--- src/rtl/spi_cfg_loader_if.sv ---
// SPI pin bundle for the configuration loader.
// The master drives clock, select and data; the slave returns readback.
interface spi_cfg_loader_if;
  logic spi_clk;
  logic spi_csn;
  logic spi_mosi;
  logic spi_miso;

  modport master (
    output spi_clk,
    output spi_csn,
    output spi_mosi,
    input  spi_miso
  );

  modport slave (
    input  spi_clk,
    input  spi_csn,
    input  spi_mosi,
    output spi_miso
  );
endinterface

--- src/rtl/spi_cfg_loader.sv ---
// SPI configuration loader: oversampled SPI slave that commits a DW-bit
// frame atomically to the FM transmitter config and reads the old one back.
module spi_cfg_loader #(
  parameter int          N             = 18,
  parameter int          L             = 12,
  parameter int          D             = 5,
  parameter int unsigned ACC_INC_DEF   = 52428,
  parameter int unsigned DF_INC_DEF    = 393,
  parameter logic [D-1:0] DAC_ENA_DEF  = '1,
  parameter int unsigned DITH_FACT_DEF = 2
) (
  input  logic                clk,
  input  logic                rst,
  spi_cfg_loader_if.slave     spi,
  input  logic                usb_i2sn_pin,
  input  logic                audio_chan_sel_pin,
  input  logic                i2s_ws_align_pin,
  input  logic                dith_disable_pin,
  output logic [N-1:0]        acc_inc,
  output logic [L-1:0]        df_inc,
  output logic [D-1:0]        dac_ena,
  output logic [2:0]          dith_fact,
  output logic                usb_i2sn,
  output logic                audio_chan_sel,
  output logic                i2s_ws_align,
  output logic                cfg_update,
  output logic                frame_err
);

  localparam int DW     = N + L + D + 7;
  localparam int CW     = $clog2(DW + 2);
  localparam int P_DF   = N;
  localparam int P_DAC  = N + L;
  localparam int P_DITH = N + L + D;
  localparam int P_USB  = P_DITH + 3;
  localparam int P_AUD  = P_USB + 1;
  localparam int P_WS   = P_USB + 2;
  localparam int P_OVR  = DW - 1;

  localparam logic [CW-1:0] CNT_FULL = CW'(DW);
  localparam logic [CW-1:0] CNT_SAT  = CW'(DW + 1);

  localparam logic [DW-1:0] ACTIVE_DEF = {
    1'b0, 3'b000, 3'(DITH_FACT_DEF), DAC_ENA_DEF,
    L'(DF_INC_DEF), N'(ACC_INC_DEF)
  };

  typedef enum logic [1:0] {
    IDLE   = 2'd0,
    SHIFT  = 2'd1,
    COMMIT = 2'd2
  } state_t;

  state_t          r_state;
  logic [DW-1:0]   r_active;
  logic [DW-1:0]   r_shift;
  logic [CW-1:0]   r_cnt;
  logic            r_miso;
  logic            r_cfg_update;
  logic            r_frame_err;

  logic r_clk_s1, r_clk_s2, r_clk_d;
  logic r_csn_s1, r_csn_s2, r_csn_d;
  logic r_mosi_s1, r_mosi_s2, r_mosi_d;
  logic [1:0] r_flush;
  logic r_armed;

  logic w_clk_rise;
  logic w_clk_fall;
  logic w_csn_rise;
  logic w_csn_fall;
  logic w_ovr;

  // Two-flop synchronisers plus one edge-detect stage per SPI pin
  always_ff @(posedge clk or posedge rst) begin
    if (rst) begin
      r_clk_s1  <= 1'b0;
      r_clk_s2  <= 1'b0;
      r_clk_d   <= 1'b0;
      r_csn_s1  <= 1'b1;
      r_csn_s2  <= 1'b1;
      r_csn_d   <= 1'b1;
      r_mosi_s1 <= 1'b0;
      r_mosi_s2 <= 1'b0;
      r_mosi_d  <= 1'b0;
    end else begin
      r_clk_s1  <= spi.spi_clk;
      r_clk_s2  <= r_clk_s1;
      r_clk_d   <= r_clk_s2;
      r_csn_s1  <= spi.spi_csn;
      r_csn_s2  <= r_csn_s1;
      r_csn_d   <= r_csn_s2;
      r_mosi_s1 <= spi.spi_mosi;
      r_mosi_s2 <= r_mosi_s1;
      r_mosi_d  <= r_mosi_s2;
    end
  end

  // Arm frame start only once csn is seen high after the synchroniser
  // has flushed its reset value, so a low csn at reset release is ignored
  always_ff @(posedge clk or posedge rst) begin
    if (rst) begin
      r_flush <= 2'b00;
      r_armed <= 1'b0;
    end else begin
      r_flush <= {r_flush[0], 1'b1};
      if (r_flush[1] && r_csn_s2)
        r_armed <= 1'b1;
    end
  end

  assign w_clk_rise = r_clk_s2 & ~r_clk_d;
  assign w_clk_fall = ~r_clk_s2 & r_clk_d;
  assign w_csn_rise = r_csn_s2 & ~r_csn_d;
  assign w_csn_fall = ~r_csn_s2 & r_csn_d & r_armed;

  // Frame FSM: shift in, shift out readback, commit on exact bit count
  always_ff @(posedge clk or posedge rst) begin
    if (rst) begin
      r_state      <= IDLE;
      r_active     <= ACTIVE_DEF;
      r_shift      <= '0;
      r_cnt        <= '0;
      r_miso       <= 1'b0;
      r_cfg_update <= 1'b0;
      r_frame_err  <= 1'b0;
    end else begin
      r_cfg_update <= 1'b0;
      unique case (r_state)
        IDLE: begin
          if (w_csn_fall) begin
            r_shift <= r_active;
            r_miso  <= r_active[DW-1];
            r_cnt   <= '0;
            r_state <= SHIFT;
          end
        end
        SHIFT: begin
          if (w_clk_rise) begin
            r_shift <= {r_shift[DW-2:0], r_mosi_d};
            if (r_cnt != CNT_SAT)
              r_cnt <= r_cnt + 1'b1;
          end
          if (w_clk_fall)
            r_miso <= r_shift[DW-1];
          if (w_csn_rise)
            r_state <= COMMIT;
        end
        COMMIT: begin
          if (r_cnt == CNT_FULL) begin
            r_active     <= r_shift;
            r_cfg_update <= 1'b1;
            r_frame_err  <= 1'b0;
          end else begin
            r_frame_err  <= 1'b1;
          end
          r_state <= IDLE;
        end
        default: r_state <= IDLE;
      endcase
    end
  end

  assign w_ovr = r_active[P_OVR];

  // Config outputs: SPI override selects register fields over pin straps
  always_comb begin
    acc_inc        = r_active[N-1:0];
    df_inc         = r_active[P_DAC-1:P_DF];
    dac_ena        = r_active[P_DITH-1:P_DAC];
    usb_i2sn       = usb_i2sn_pin;
    audio_chan_sel = audio_chan_sel_pin;
    i2s_ws_align   = i2s_ws_align_pin;
    dith_fact      = dith_disable_pin ? 3'd0 : r_active[P_USB-1:P_DITH];
    if (w_ovr) begin
      usb_i2sn       = r_active[P_USB];
      audio_chan_sel = r_active[P_AUD];
      i2s_ws_align   = r_active[P_WS];
      dith_fact      = r_active[P_USB-1:P_DITH];
    end
  end

  assign spi.spi_miso = r_miso;
  assign cfg_update   = r_cfg_update;
  assign frame_err    = r_frame_err;

endmodule

--- src/flat_wrapper.sv ---
// flat-port wrapper written by rule: the top's interface ports become plain ports
module spi_cfg_loader_flat 
#(
  parameter int          N             = 18,
  parameter int          L             = 12,
  parameter int          D             = 5,
  parameter int unsigned ACC_INC_DEF   = 52428,
  parameter int unsigned DF_INC_DEF    = 393,
  parameter logic [D-1:0] DAC_ENA_DEF  = '1,
  parameter int unsigned DITH_FACT_DEF = 2
)
  (clk, rst, usb_i2sn_pin, audio_chan_sel_pin, i2s_ws_align_pin, dith_disable_pin, acc_inc, df_inc, dac_ena, dith_fact, usb_i2sn, audio_chan_sel, i2s_ws_align, cfg_update, frame_err, spi_spi_clk, spi_spi_csn, spi_spi_mosi, spi_spi_miso);
  spi_cfg_loader_if spi_i ();
  input  logic clk;
  input  logic rst;
  input  logic usb_i2sn_pin;
  input  logic audio_chan_sel_pin;
  input  logic i2s_ws_align_pin;
  input  logic dith_disable_pin;
  output logic [N-1:0] acc_inc;
  output logic [L-1:0] df_inc;
  output logic [D-1:0] dac_ena;
  output logic [2:0] dith_fact;
  output logic usb_i2sn;
  output logic audio_chan_sel;
  output logic i2s_ws_align;
  output logic cfg_update;
  output logic frame_err;
  input wire logic [$bits(spi_i.spi_clk)-1:0] spi_spi_clk;
  input wire logic [$bits(spi_i.spi_csn)-1:0] spi_spi_csn;
  input wire logic [$bits(spi_i.spi_mosi)-1:0] spi_spi_mosi;
  output wire logic [$bits(spi_i.spi_miso)-1:0] spi_spi_miso;
  assign spi_i.spi_clk = spi_spi_clk;
  assign spi_i.spi_csn = spi_spi_csn;
  assign spi_i.spi_mosi = spi_spi_mosi;
  assign spi_spi_miso = spi_i.spi_miso;
  spi_cfg_loader #(.N(N), .L(L), .D(D), .ACC_INC_DEF(ACC_INC_DEF), .DF_INC_DEF(DF_INC_DEF), .DAC_ENA_DEF(DAC_ENA_DEF), .DITH_FACT_DEF(DITH_FACT_DEF)) u_core (.clk(clk), .rst(rst), .spi(spi_i), .usb_i2sn_pin(usb_i2sn_pin), .audio_chan_sel_pin(audio_chan_sel_pin), .i2s_ws_align_pin(i2s_ws_align_pin), .dith_disable_pin(dith_disable_pin), .acc_inc(acc_inc), .df_inc(df_inc), .dac_ena(dac_ena), .dith_fact(dith_fact), .usb_i2sn(usb_i2sn), .audio_chan_sel(audio_chan_sel), .i2s_ws_align(i2s_ws_align), .cfg_update(cfg_update), .frame_err(frame_err));
endmodule
--- config.mk ---
export PLATFORM = sky130hd
export DESIGN_NAME = spi_cfg_loader_flat
export DESIGN_NICKNAME = d
export VERILOG_FILES = /design/src/rtl/spi_cfg_loader_if.sv /design/src/rtl/spi_cfg_loader.sv /design/src/flat_wrapper.sv
export SDC_FILE = /design/constraint.sdc
export NUM_CORES = 1
export LEC_CHECK = 0
export ABC_AREA = 0
export CAP_MARGIN = 20
export CORE_MARGIN = 2
export CORE_UTILIZATION = 55
export DETAILED_ROUTE_END_ITERATION = 16
export PLACE_DENSITY = 0.78
export SLEW_MARGIN = 30
export SYNTH_ARGS = -nofsm -noshare
export SYNTH_HDL_FRONTEND = slang
export SYNTH_SLANG_ARGS = --single-unit
--- constraint.sdc ---
create_clock -name clk -period 4.1 [get_ports clk]
set_input_delay 0.41 -clock clk [delete_from_list [all_inputs] [get_ports clk]]
set_output_delay 0.41 -clock clk [all_outputs]
set_load 0.03 [all_outputs]
-- Word level (Yosys, flattened, before mapping)
Cells that the tools add are included.
- register bits after elaboration: 107
- latch bits: 0
- memory bits (writable): 0
- ROM bits: 0
- input bits: 9
- memories: 0
- add/subtract/negate cells: 1
- multiply operators: 0
- div/mod/pow operators: 0
- order comparisons: 0
- equal/unequal tests: 9
- shift operators: 0
- muxes and demuxes: 21
- bitwise logic cells: 9
- reduce and logical (&&, ||, !) cells: 8
- operators with widths (cell ; count):
    42-bit two-way mux ; 2
    42-bit case mux with 2 select lines ; 1
    6-bit two-way mux ; 3
    6-bit case mux with 2 select lines ; 1
    2-bit by 1-bit inequality test with 1-bit output (second input constant) ; 5
    1-bit two-way mux ; 8
    6-bit by 1-bit adder with 6-bit output (second input constant) ; 1
    6-bit equality test (second input constant) ; 1
    3-bit two-way mux ; 2
    6-bit inequality test (second input constant) ; 1
    3-bit AND reduction ; 2
    1-bit AND ; 5
    2-bit two-way mux ; 2
    1-bit NOT ; 4
    2-bit case mux with 2 select lines ; 1
    2-bit AND reduction ; 2
    4-bit AND reduction ; 1
    2-bit by 1-bit equality test with 1-bit output (second input constant) ; 1
    2-bit equality test (second input constant) ; 1
    2-bit logical NOT ; 1
    1-bit case mux with 2 select lines ; 1
    2-bit nonzero test ; 1
    1-bit logical AND ; 1

-- Depth between registers and ports, before layout
- depth after elaboration: 5
- gate-level depth with buffers: 6

-- Least setup slack after synthesis
OpenSTA, ideal clock, no wires.
- path type: reg2reg
- from: reg u_core.r_csn_d
- to: reg u_core.r_shift[37]
- library setup time: 125 ps
- arrival: 1489 ps
- required time: 3975 ps
- setup slack: 2486 ps
- stages on the path, launching flop included: 6
- buffers on the path: 2
- period minus slack after synthesis: 1614 ps
- path through: dfstp_2 > nand4bb_1 > a21oi_1 > buf_4 > buf_4 > mux2_2
- longest elaborated chain between the ends: 4
- ends and longest elaborated chain (element ; RTL line ; source):
    start: declaration ; spi_cfg_loader.sv:63 ; logic r_csn_s1, r_csn_s2, r_csn_d;
    start signal: assignment ; spi_cfg_loader.sv:92 ; r_csn_d <= r_csn_s2;
    1-bit AND (2 in a row) ; spi_cfg_loader.sv:115 ; assign w_csn_fall = ~r_csn_s2 & r_csn_d & r_armed;
    2-bit by 1-bit inequality test with 1-bit output (no source line) ; n/a ;
    3-bit AND reduction (no source line) ; n/a ;
    end signal: assignment ; spi_cfg_loader.sv:132 ; r_shift <= r_active;
    end signal: assignment ; spi_cfg_loader.sv:140 ; r_shift <= {r_shift[DW-2:0], r_mosi_d};
    end: declaration ; spi_cfg_loader.sv:56 ; logic [DW-1:0] r_shift;
No other way between the ends.
A chain may end at the register's enable or synchronous reset.

-- Worst setup path in the final report
- from: reg u_core.r_state[0]
- to: reg u_core.r_shift[33]
- longest elaborated chain between the ends: 3
- elaborated cells on any way between the ends: 7
- those cells by class: 3 x eq/ne; 1 x mux; 3 x reduce/logical
- ends and longest elaborated chain (element ; RTL line ; source):
    start: declaration ; spi_cfg_loader.sv:54 ; state_t r_state;
    start signal: assignment ; spi_cfg_loader.sv:120 ; r_state <= IDLE;
    start signal: assignment ; spi_cfg_loader.sv:135 ; r_state <= SHIFT;
    start signal: assignment ; spi_cfg_loader.sv:147 ; r_state <= COMMIT;
    2-bit by 1-bit equality test with 1-bit output or 2-bit logical NOT (tied branches) ; spi_cfg_loader.sv:129 ; unique case (r_state)
    2-bit by 1-bit inequality test with 1-bit output (no source line) or 2-bit nonzero test (tied branches) ; n/a ;
    3-bit AND reduction (no source line) ; n/a ;
Parallel ways exist; a longest one is shown, timed or not.

==> metrics.csv <==
metric;value;unit
status;completed;
hold_buffers;0;
p_leak;2.57;nW
finalSetupViolCount;0;
routed_wl;7820;um
final_cell_mix;93 x mux2_2, 85 x dfrtp_1, 52 x clkdlybuf4s50_1;
synthDistinctLibCells;41;
cp_slowest_stage_delay;0.64;ns
syn_area;0.00514;mm2
rsz0062_at_grt;no;
ir_drop;0.000196;V
die_h;101;um
critPathKind;flip-flop to flip-flop;
cts_tree;yes;
cp_slowest_cell;dfrtp_2;
fin_util;61.4;%
clk_path_buf_depth;2;
htreeDepth;3;
synthesis.nets;358;
required;4.36;ns
cts_buffers;9;
synth-async-reset-ratio;100;%
pin_count;53;
netlist_instances;347;
dieArea;0.0101;mm2
yosys_warnings;0;
p_sw_share;26.4;%
worst_pin_slew;0.855;ns
antenna_found_initial;0;
path_clk_slew;0.11;ns
wl_met3;231;um
vias;2604;
io_buffers;52;
cp_data_arrival_time;2.82;ns
setup_tns;0;ns
finalHoldViolCount;0;
cp_max_fo;29;
path_buf_inv;1;
routed-wl-met2;3840;um
die_w;101;um
first_pass_iters;4;
period_needed;2.56;ns
path_delay_family;flip-flops;
core-area;0.00915;mm2
cap_violations;0;
whs;0.348;ns
ys_seq_area_share;52.6;%
cts.sinks;107;
wl_met1;3660;um
cp-start-kind;flip-flop;
worstPathCellList;nand4bb_1, a21oi_4, buf_4, mux2_2;
ys_ff_latch;107;
avgSynthCellArea;14.8;um2
via_per_inst;5.44;
power.total;2.02;mW
power_density;359;mW/mm2
final_area;0.00562;mm2
nets;374;
drt_iter0_markers;68;
num_rows;35;
place_area;0.00542;mm2
place_hpwl;5020;um
relSlewSlack;43.0;%
synth-main-ff-cell;dfrtp_1;
holdCritPathClass;flip-flop to flip-flop;
area_growth;9.45;%
place_inst;463;
ant_nets;0;
fmax;0.390;GHz
grt_max_degree;61;
finalCritPeriodShare;62.6;%
place_congestion;0.711;
internal_power;1.49;mW
overflow;0;
drc;0;
final_cells;479;
start_util;56.1;%
ctsResizeCount;0;
comb_power_share;10.3;%
antenna_cells;0;
switchingPower;533;uW
clock_skew;0.0113;ns
grt_pass1_wl;13600;um
clkLatencyLatePin;0.37;ns
layout_commonest_cell;mux2_2;
setup_ws;1.54;ns
layout-drive-gt1-share;49.7;%
grt_pass1_vias;2765;
slew_violations;0;
synth_edf_count;0;
clockRootBuffer;clkbuf_8;
gr-usage-all-layers;17.0;%
p_seq_share;56.9;%
post_cts_buffers;0;
avgRoutedWirePerCell;16.3;um
highest_layer;met4;
critPathCaptureType;flip-flop;
clkPwrFrac;32.9;%
place_ws;1.49;ns
==> synth_stat cells, types with 3 or more instances <==
cell	number	area (um2)
a21oi_1	3	15.0
and2_1	3	18.8
buf_12	5	100
buf_2	7	35.0
buf_4	37	278
dfrtp_1	86	2150
dfstp_2	21	552
inv_1	8	30.0
mux2_2	93	1050
mux2_4	38	571
nand2b_1	3	18.8
nand3_1	4	20.0
nor2_1	4	15.0
o221ai_1	3	26.3
==> final timing paths <==
| check | slack [ns] | endpoint | from | depth (start not counted) |
|---|---|---|---|---|
| worst max-delay path | 1.54 | u_core.r_shift[33]$_DFFE_PP0P_ | u_core.r_state[0]$_DFFE_PP0P_ | 4 |
| worst min-delay path | 0.35 | u_core.r_mosi_s2$_DFF_PP0_ | u_core.r_mosi_s1$_DFF_PP0_ | 0 |
| worst max register to register | 1.54 | u_core.r_shift[33]$_DFFE_PP0P_ | u_core.r_state[0]$_DFFE_PP0P_ | 4 |
| worst min register to register | 0.35 | u_core.r_mosi_s2$_DFF_PP0_ | u_core.r_mosi_s1$_DFF_PP0_ | 0 |
| max in group asynchronous | 2.70 | u_core.r_csn_s1$_DFF_PP1_ | rst | 3 |
| min in group asynchronous | 0.51 | u_core.r_active[17]$_DFFE_PP0P_ | rst | 2 |
==> power groups by stage <==
stage                     registers, mW  clock network, mW  logic [mW]
after CTS                          1.15              0.686       0.210
after detailed placement           1.17                  0       0.210
after global placement             1.16                  0       0.204
after global routing               1.16              0.727       0.231
final                              1.15              0.664       0.207
after floorplan                    1.14                  0       0.177
==> layout make-up <==
cell class | count | area [um2]
multi-input cells | 181 | 1990
well taps | 111 | 139
fillers | 702 | 3530
inverters | 8 | 32.5
flip-flops and latches | 107 | 2710
repair buffers | 56 | 551
clock buffers | 9 | 124
clock inverters | 7 | 85.1
==> sequential cells by signal, summed over array words and instances (netlist names), 2 cells and up <==
register and flops:
u_core.r_shift 42, u_core.r_state 2, u_core.r_cnt 6, u_core.r_flush 2
u_core.r_active 42
==> logic make-up (layout without fill, tap and decap cells) <==
family / Yosys count / count (layout) / share of synthesized area [%]
compound gates: 14 / 14 / 1.97
fa+ha+maj: 2 / 2 / 0.487
buf+inv: 59 / 80 / 8.91
flops: 107 / 107 / 52.6
mux: 132 / 132 / 31.7
other cells: 1 / 1 / 0.0730
simple gates: 32 / 32 / 4.26
==> metal layers <==
| metal | vias to the layer above | global-route usage, % |
|---|---|---|
| met5 | - | 0 |
| li1 | 1219 | - |
| met1 | 1341 | 23.9 |
| met3 | 6 | 3.33 |
| met2 | 38 | 26.6 |
| met4 | 0 | 6.22 |
Note: power is estimated with default switching activity, not from simulation.
